===== src/rtl/mem_port_arbiter.sv =====
// Arbitrates one single-port memory among loader, data and fetch masters.
// Fixed priority with a fetch anti-starvation promotion; one transaction in flight.
module mem_port_arbiter #(
  parameter int AW       = 32,
  parameter int MEM_LAT  = 2,
  parameter int MAX_WAIT = 8
) (
  input  logic            cpu_clk,
  input  logic            reset,
  input  logic [2:0]      m_valid,
  output logic [2:0]      m_ready,
  input  logic [2:0]      m_we,
  input  logic [3*AW-1:0] m_addr,
  input  logic [95:0]     m_wdata,
  input  logic [11:0]     m_be,
  output logic [2:0]      m_rsp_valid,
  output logic [31:0]     m_rsp_rdata,
  output logic            mem_en,
  output logic            mem_we,
  output logic [AW-1:0]   mem_addr,
  output logic [31:0]     mem_wdata,
  output logic [3:0]      mem_be,
  input  logic [31:0]     mem_rdata,
  output logic            busy,
  output logic [1:0]      grant_id
);

  typedef enum logic [1:0] {IDLE, ISSUE, WAIT, RESP} state_t;

  localparam int CW = (MEM_LAT > 1) ? $clog2(MEM_LAT) : 1;
  localparam int FW = $clog2(MAX_WAIT + 1);
  localparam logic [CW-1:0] WAIT_LAST = CW'((MEM_LAT > 1) ? (MEM_LAT - 2) : 0);
  localparam logic [FW-1:0] FW_MAX    = FW'(MAX_WAIT);

  state_t        state, state_next;
  logic [1:0]    grant;
  logic [CW-1:0] wait_cnt;
  logic [FW-1:0] fetch_wait;
  logic [1:0]    win;
  logic          win_valid;
  logic          accept;

  // Fetch jumps ahead of data once it has been refused MAX_WAIT cycles in a row
  always_comb begin
    win_valid = 1'b0;
    win       = 2'd0;
    if (m_valid[0]) begin
      win_valid = 1'b1;
      win       = 2'd0;
    end else if (m_valid[2] && (fetch_wait == FW_MAX)) begin
      win_valid = 1'b1;
      win       = 2'd2;
    end else if (m_valid[1]) begin
      win_valid = 1'b1;
      win       = 2'd1;
    end else if (m_valid[2]) begin
      win_valid = 1'b1;
      win       = 2'd2;
    end
  end

  // Gated by reset so no master sees an acceptance while reset is held
  assign accept  = (state == IDLE) && reset && win_valid;
  assign m_ready = accept ? (3'b001 << win) : 3'b000;

  always_ff @(posedge cpu_clk or negedge reset) begin
    if (!reset) state <= IDLE;
    else        state <= state_next;
  end

  always_comb begin
    state_next = state;
    case (state)
      IDLE:    if (accept) state_next = ISSUE;
      ISSUE:   state_next = (MEM_LAT == 1) ? RESP : WAIT;
      WAIT:    if (wait_cnt == WAIT_LAST) state_next = RESP;
      RESP:    state_next = IDLE;
      default: state_next = IDLE;
    endcase
  end

  assign busy        = (state != IDLE);
  assign grant_id    = busy ? grant : 2'd3;
  assign m_rsp_valid = (state == RESP) ? (3'b001 << grant) : 3'b000;
  assign m_rsp_rdata = ((state == RESP) && !mem_we) ? mem_rdata : 32'd0;

  // The memory bus registers double as the latched request; they hold after ISSUE
  always_ff @(posedge cpu_clk or negedge reset) begin
    if (!reset) begin
      grant      <= 2'd0;
      wait_cnt   <= '0;
      fetch_wait <= '0;
      mem_en     <= 1'b0;
      mem_we     <= 1'b0;
      mem_addr   <= '0;
      mem_wdata  <= 32'd0;
      mem_be     <= 4'd0;
    end else begin
      mem_en <= accept;
      if (accept) begin
        grant     <= win;
        mem_we    <= m_we[win];
        mem_addr  <= m_addr[int'(win)*AW +: AW];
        mem_wdata <= m_wdata[int'(win)*32 +: 32];
        mem_be    <= m_be[int'(win)*4 +: 4];
      end
      if (state == ISSUE)     wait_cnt <= '0;
      else if (state == WAIT) wait_cnt <= wait_cnt + 1'b1;
      if (!m_valid[2] || m_ready[2])   fetch_wait <= '0;
      else if (fetch_wait != FW_MAX)   fetch_wait <= fetch_wait + 1'b1;
    end
  end

endmodule


===== config.mk =====
export PLATFORM = sky130hd
export DESIGN_NAME = mem_port_arbiter
export DESIGN_NICKNAME = d
export VERILOG_FILES = /design/src/rtl/mem_port_arbiter.sv
export SDC_FILE = /design/constraint.sdc
export NUM_CORES = 1
export LEC_CHECK = 0
export BUFFER_PORTS_ARGS = -buffer_cell sky130_fd_sc_hd__buf_4
export CORE_AREA = 2 2 137 139
export CTS_BUF_LIST = sky130_fd_sc_hd__clkbuf_4
export CTS_CLUSTER_SIZE = 40
export DETAILED_ROUTE_END_ITERATION = 10
export DIE_AREA = 0 0 139 141
export HOLD_SLACK_MARGIN = 0.12
export PLACE_DENSITY = 0.61
export SLEW_MARGIN = 0
export SYNTH_ARGS = -nofsm -noshare
export SYNTH_HDL_FRONTEND = slang
export SYNTH_SLANG_ARGS = --single-unit

===== constraint.sdc =====
create_clock -name cpu_clk -period 4.4 [get_ports cpu_clk]
set_input_delay 0.22 -clock cpu_clk [delete_from_list [all_inputs] [get_ports cpu_clk]]
set_output_delay 0.22 -clock cpu_clk [all_outputs]
set_load 0.05 [all_outputs]

==> out/qor.tcl <==
set qor(arrival_ns) 3.73
set qor(cts.sinks) 79
set qor(gr-total-overflow) 0
set qor(floorplan.die.width_um) 139
set qor(gpl_wtd_cong) 0.754
set qor(first_global_vias) 5549
set qor(cell_at_the_root_of_the_clock_tree) {sky130_fd_sc_hd__clkbuf_4}
set qor(antenna_violations_before_repair) 2
set qor(drt-total-wl_mm) 18.5
set qor(routedWlPerCell_um) 16.5
set qor(mostFrequentLayoutCell) {sky130_fd_sc_hd__buf_4}
set qor(postLayoutSetupSlackWorst_ns) 1.05
set qor(detailedRoute.firstPassIterationCount) 5
set qor(maxSlewViolCount) 0
set qor(power_w) 0.00529
set qor(synth.yosys.seq_area_share) 0.465
set qor(cp-end-kind) {register}
set qor(ioPinCount) 355
set qor(worst_setup_path_start_kind) {register}
set qor(pin_count_of_the_biggest_net_entering_global_routing) 73
set qor(fin_tns_setup_ns) 0
set qor(fin_crit_sh) 0.761
set qor(row_count) 50
set qor(synthesis.area_mm2) 0.00425
set qor(cts_setup_buffers) 0
set qor(run_status) {completed}
set qor(total_power_density_per_cell_area_mw_per_mm2) 608
set qor(cts.clk_slew.worst_paths_ns) 0.16
set qor(maxSlewHeadroom) 0.440
set qor(setup_slack_after_placement_ns) 2.13
set qor(synth_enable_flop_cells) 0
set qor(drc) 0
set qor(syn-instance-count) 400
set qor(report.final.setup_viol) 0
set qor(synth_area_per_cell_um2) 10.6
set qor(critPathRequiredTime_ns) 4.78
set qor(synth_async_sr_flop_share) 1.00
set qor(syn2layout_area_growth_pct) 105
set qor(initial_core_util) 0.233
set qor(detail-route-antenna-nets) 0
set qor(chipHeight_um) 141
set qor(global_route.usage.total) 0.187
set qor(via_per_inst) 4.62
set qor(via_count) 5194
set qor(clkLatencyLatePin_ns) 0.46
set qor(clock_tree.buffer_depth) 2
set qor(worstMarginPinSlew_ns) 0.839
set qor(max_cap_violations) 0
set qor(yosys_warnings) 0
set qor(grt_first_pass_wirelength_mm) 28.9
set qor(static-leakage-power_nw) 4.26
set qor(placeableCoreArea_mm2) 0.0183
set qor(finish.utilization) 0.476
set qor(reg2reg_setup_slack_ns) 1.05
set qor(finalHoldViolations) 0
set qor(drt_first_iter_violations) 199
set qor(final_cell_mix) {359 x sky130_fd_sc_hd__buf_4, 142 x sky130_fd_sc_hd__dlygate4sd3_1, 79 x sky130_fd_sc_hd__dfrtp_1}
set qor(fillerInstances) 1742
set qor(multi_input_area_mm2) 0.00212
set qor(post_synthesis_net_count) 651
set qor(cts-buffers-inserted) 9
set qor(yosys_register_bits) 79
set qor(unrepaired_setup_endpoints_after_global_routing) {no}
set qor(max_freq_mhz) 299
set qor(ff_latch_area_mm2) 0.00198
set qor(yosysUniqueCellTypes) 31
set qor(placement.io_buffers) 354
set qor(crit_path_max_fanout) 41
set qor(cts_h_tree_lvls) 3
set qor(dieArea_mm2) 0.0196
set qor(timing.final.crit_period_ns) 3.35
set qor(maximum_vdd_drop_mv) 0.386
set qor(post_route_cells_drive_above_1_share) 0.434
set qor(clock_tree_from_tritoncts) {done}
set qor(clock_skew_ns) 0.0335
set qor(nets) 1133
set qor(yosys_most_used_dff) {sky130_fd_sc_hd__dfrtp_1}
set qor(hp-class) {primary input to async pin}
set qor(timing.setup.critical_path_class) {register to register}
set qor(place.detailed.hpwl_mm) 12.8
## cell families (layout without fill, tap and decap cells)
logic type      Yosys count  in the layout  synth area share
compound gates          147            147             0.223
mux                      71             71             0.168
fa+ha+maj                 7              7            0.0206
flops                    79             79             0.465
xor+xnor                  3              3           0.00618
buf+inv                  38            525            0.0409
other cells               0              3                 0
simple gates             55             55            0.0774
## timing repair
action / CTS / global route
setup endpoints to repair: 0 / 0
resized for setup: 0 / 0
hold buffers: 142 / 0
hold endpoints to repair: 106 / 0
## final timing paths
kind / start / endpoint / cells after the start
worst max-delay path: state[0] / mem_wdata[9] / 9
worst min-delay path: reset / mem_wdata[31] / 2
worst max register to register: state[0] / mem_wdata[9] / 9
worst min register to register: wait_cnt / wait_cnt / 1
max in group asynchronous: reset / mem_wdata[8] / 3
min in group cpu_clk: m_valid[1] / grant[1] / 4
## sequential cells by signal, indices dropped and copies added (netlist names), 2 cells and up
signal,cells
mem_wdata,32
mem_be,4
fetch_wait,4
mem_addr,32
state,2
grant,2
## metal layers
metal | track usage | routed length [um] | part of all wire | vias to the layer above
li1 | - | - | - | 2443
met4 | 0.0649 | 401 | 0.022 | 0
met5 | 0 | 0 | 0 | -
met2 | 0.353 | 9830 | 0.53 | 253
met1 | 0.199 | 6760 | 0.36 | 2469
met3 | 0.0523 | 1540 | 0.083 | 29
## per-stage QoR
step	instance area (um^2)	hold WS (ns)	cells
global route	8700	0.210	1124
detailed placement	7150	0.221	963
CTS	8700	0.210	1121
finish	8700	0.235	1124
floorplan	4250	-0.0756	400
global placement	7150	0.220	963
## power breakdown
group | leakage (nW) | internal (W) | switching (W)
Sequential | 0.997 | 0.00104 | 0.000204
Combinational | 3.20 | 0.00148 | 0.00215
Clock | 0.0633 | 0.000122 | 0.000292
Total | 4.26 | 0.00264 | 0.00265
## critical path, cell delays in order, from the launching register on
cell	delay, ns
sky130_fd_sc_hd__dfrtp_1	0.44
sky130_fd_sc_hd__inv_1	0.12
sky130_fd_sc_hd__ha_1	0.35
sky130_fd_sc_hd__o311ai_4	0.18
sky130_fd_sc_hd__dlygate4sd3_1	0.61
sky130_fd_sc_hd__inv_2	0.10
sky130_fd_sc_hd__nand2b_2	0.38
sky130_fd_sc_hd__buf_12	0.34
sky130_fd_sc_hd__o21ai_1	0.17
sky130_fd_sc_hd__dlygate4sd3_1	0.56
## cells in the mapped netlist (2+ instances only)
master                      n  area [um^2]
sky130_fd_sc_hd__and2_1    33          206
sky130_fd_sc_hd__a21o_1     2         15.0
sky130_fd_sc_hd__dfrtp_1   79         1980
sky130_fd_sc_hd__or2_2      2         12.5
sky130_fd_sc_hd__mux2i_1   69          691
sky130_fd_sc_hd__nand2b_1   4         25.0
sky130_fd_sc_hd__buf_2     16         80.1
sky130_fd_sc_hd__and3b_1    2         17.5
sky130_fd_sc_hd__inv_1      5         18.8
sky130_fd_sc_hd__ha_1       7         87.6
sky130_fd_sc_hd__nand2_1    3         11.3
sky130_fd_sc_hd__xnor2_1    2         17.5
sky130_fd_sc_hd__a22oi_1   69          518
sky130_fd_sc_hd__a21oi_1    4         20.0
sky130_fd_sc_hd__nor2_1     5         18.8
sky130_fd_sc_hd__buf_4      3         22.5
sky130_fd_sc_hd__o21ai_1   69          345
sky130_fd_sc_hd__clkbuf_1  13         48.8
## final cells by class
type / count / share of cell area
repair buffers: 503 / 0.478
multi-input cells: 283 / 0.244
flip-flops and latches: 79 / 0.227
well taps: 234 / 0.0336
clock buffers: 9 / 0.00776
clock inverters: 7 / 0.00633
inverters: 6 / 0.00259
diodes: 3 / 0.000863
Note: power is estimated with default switching activity, not from simulation.
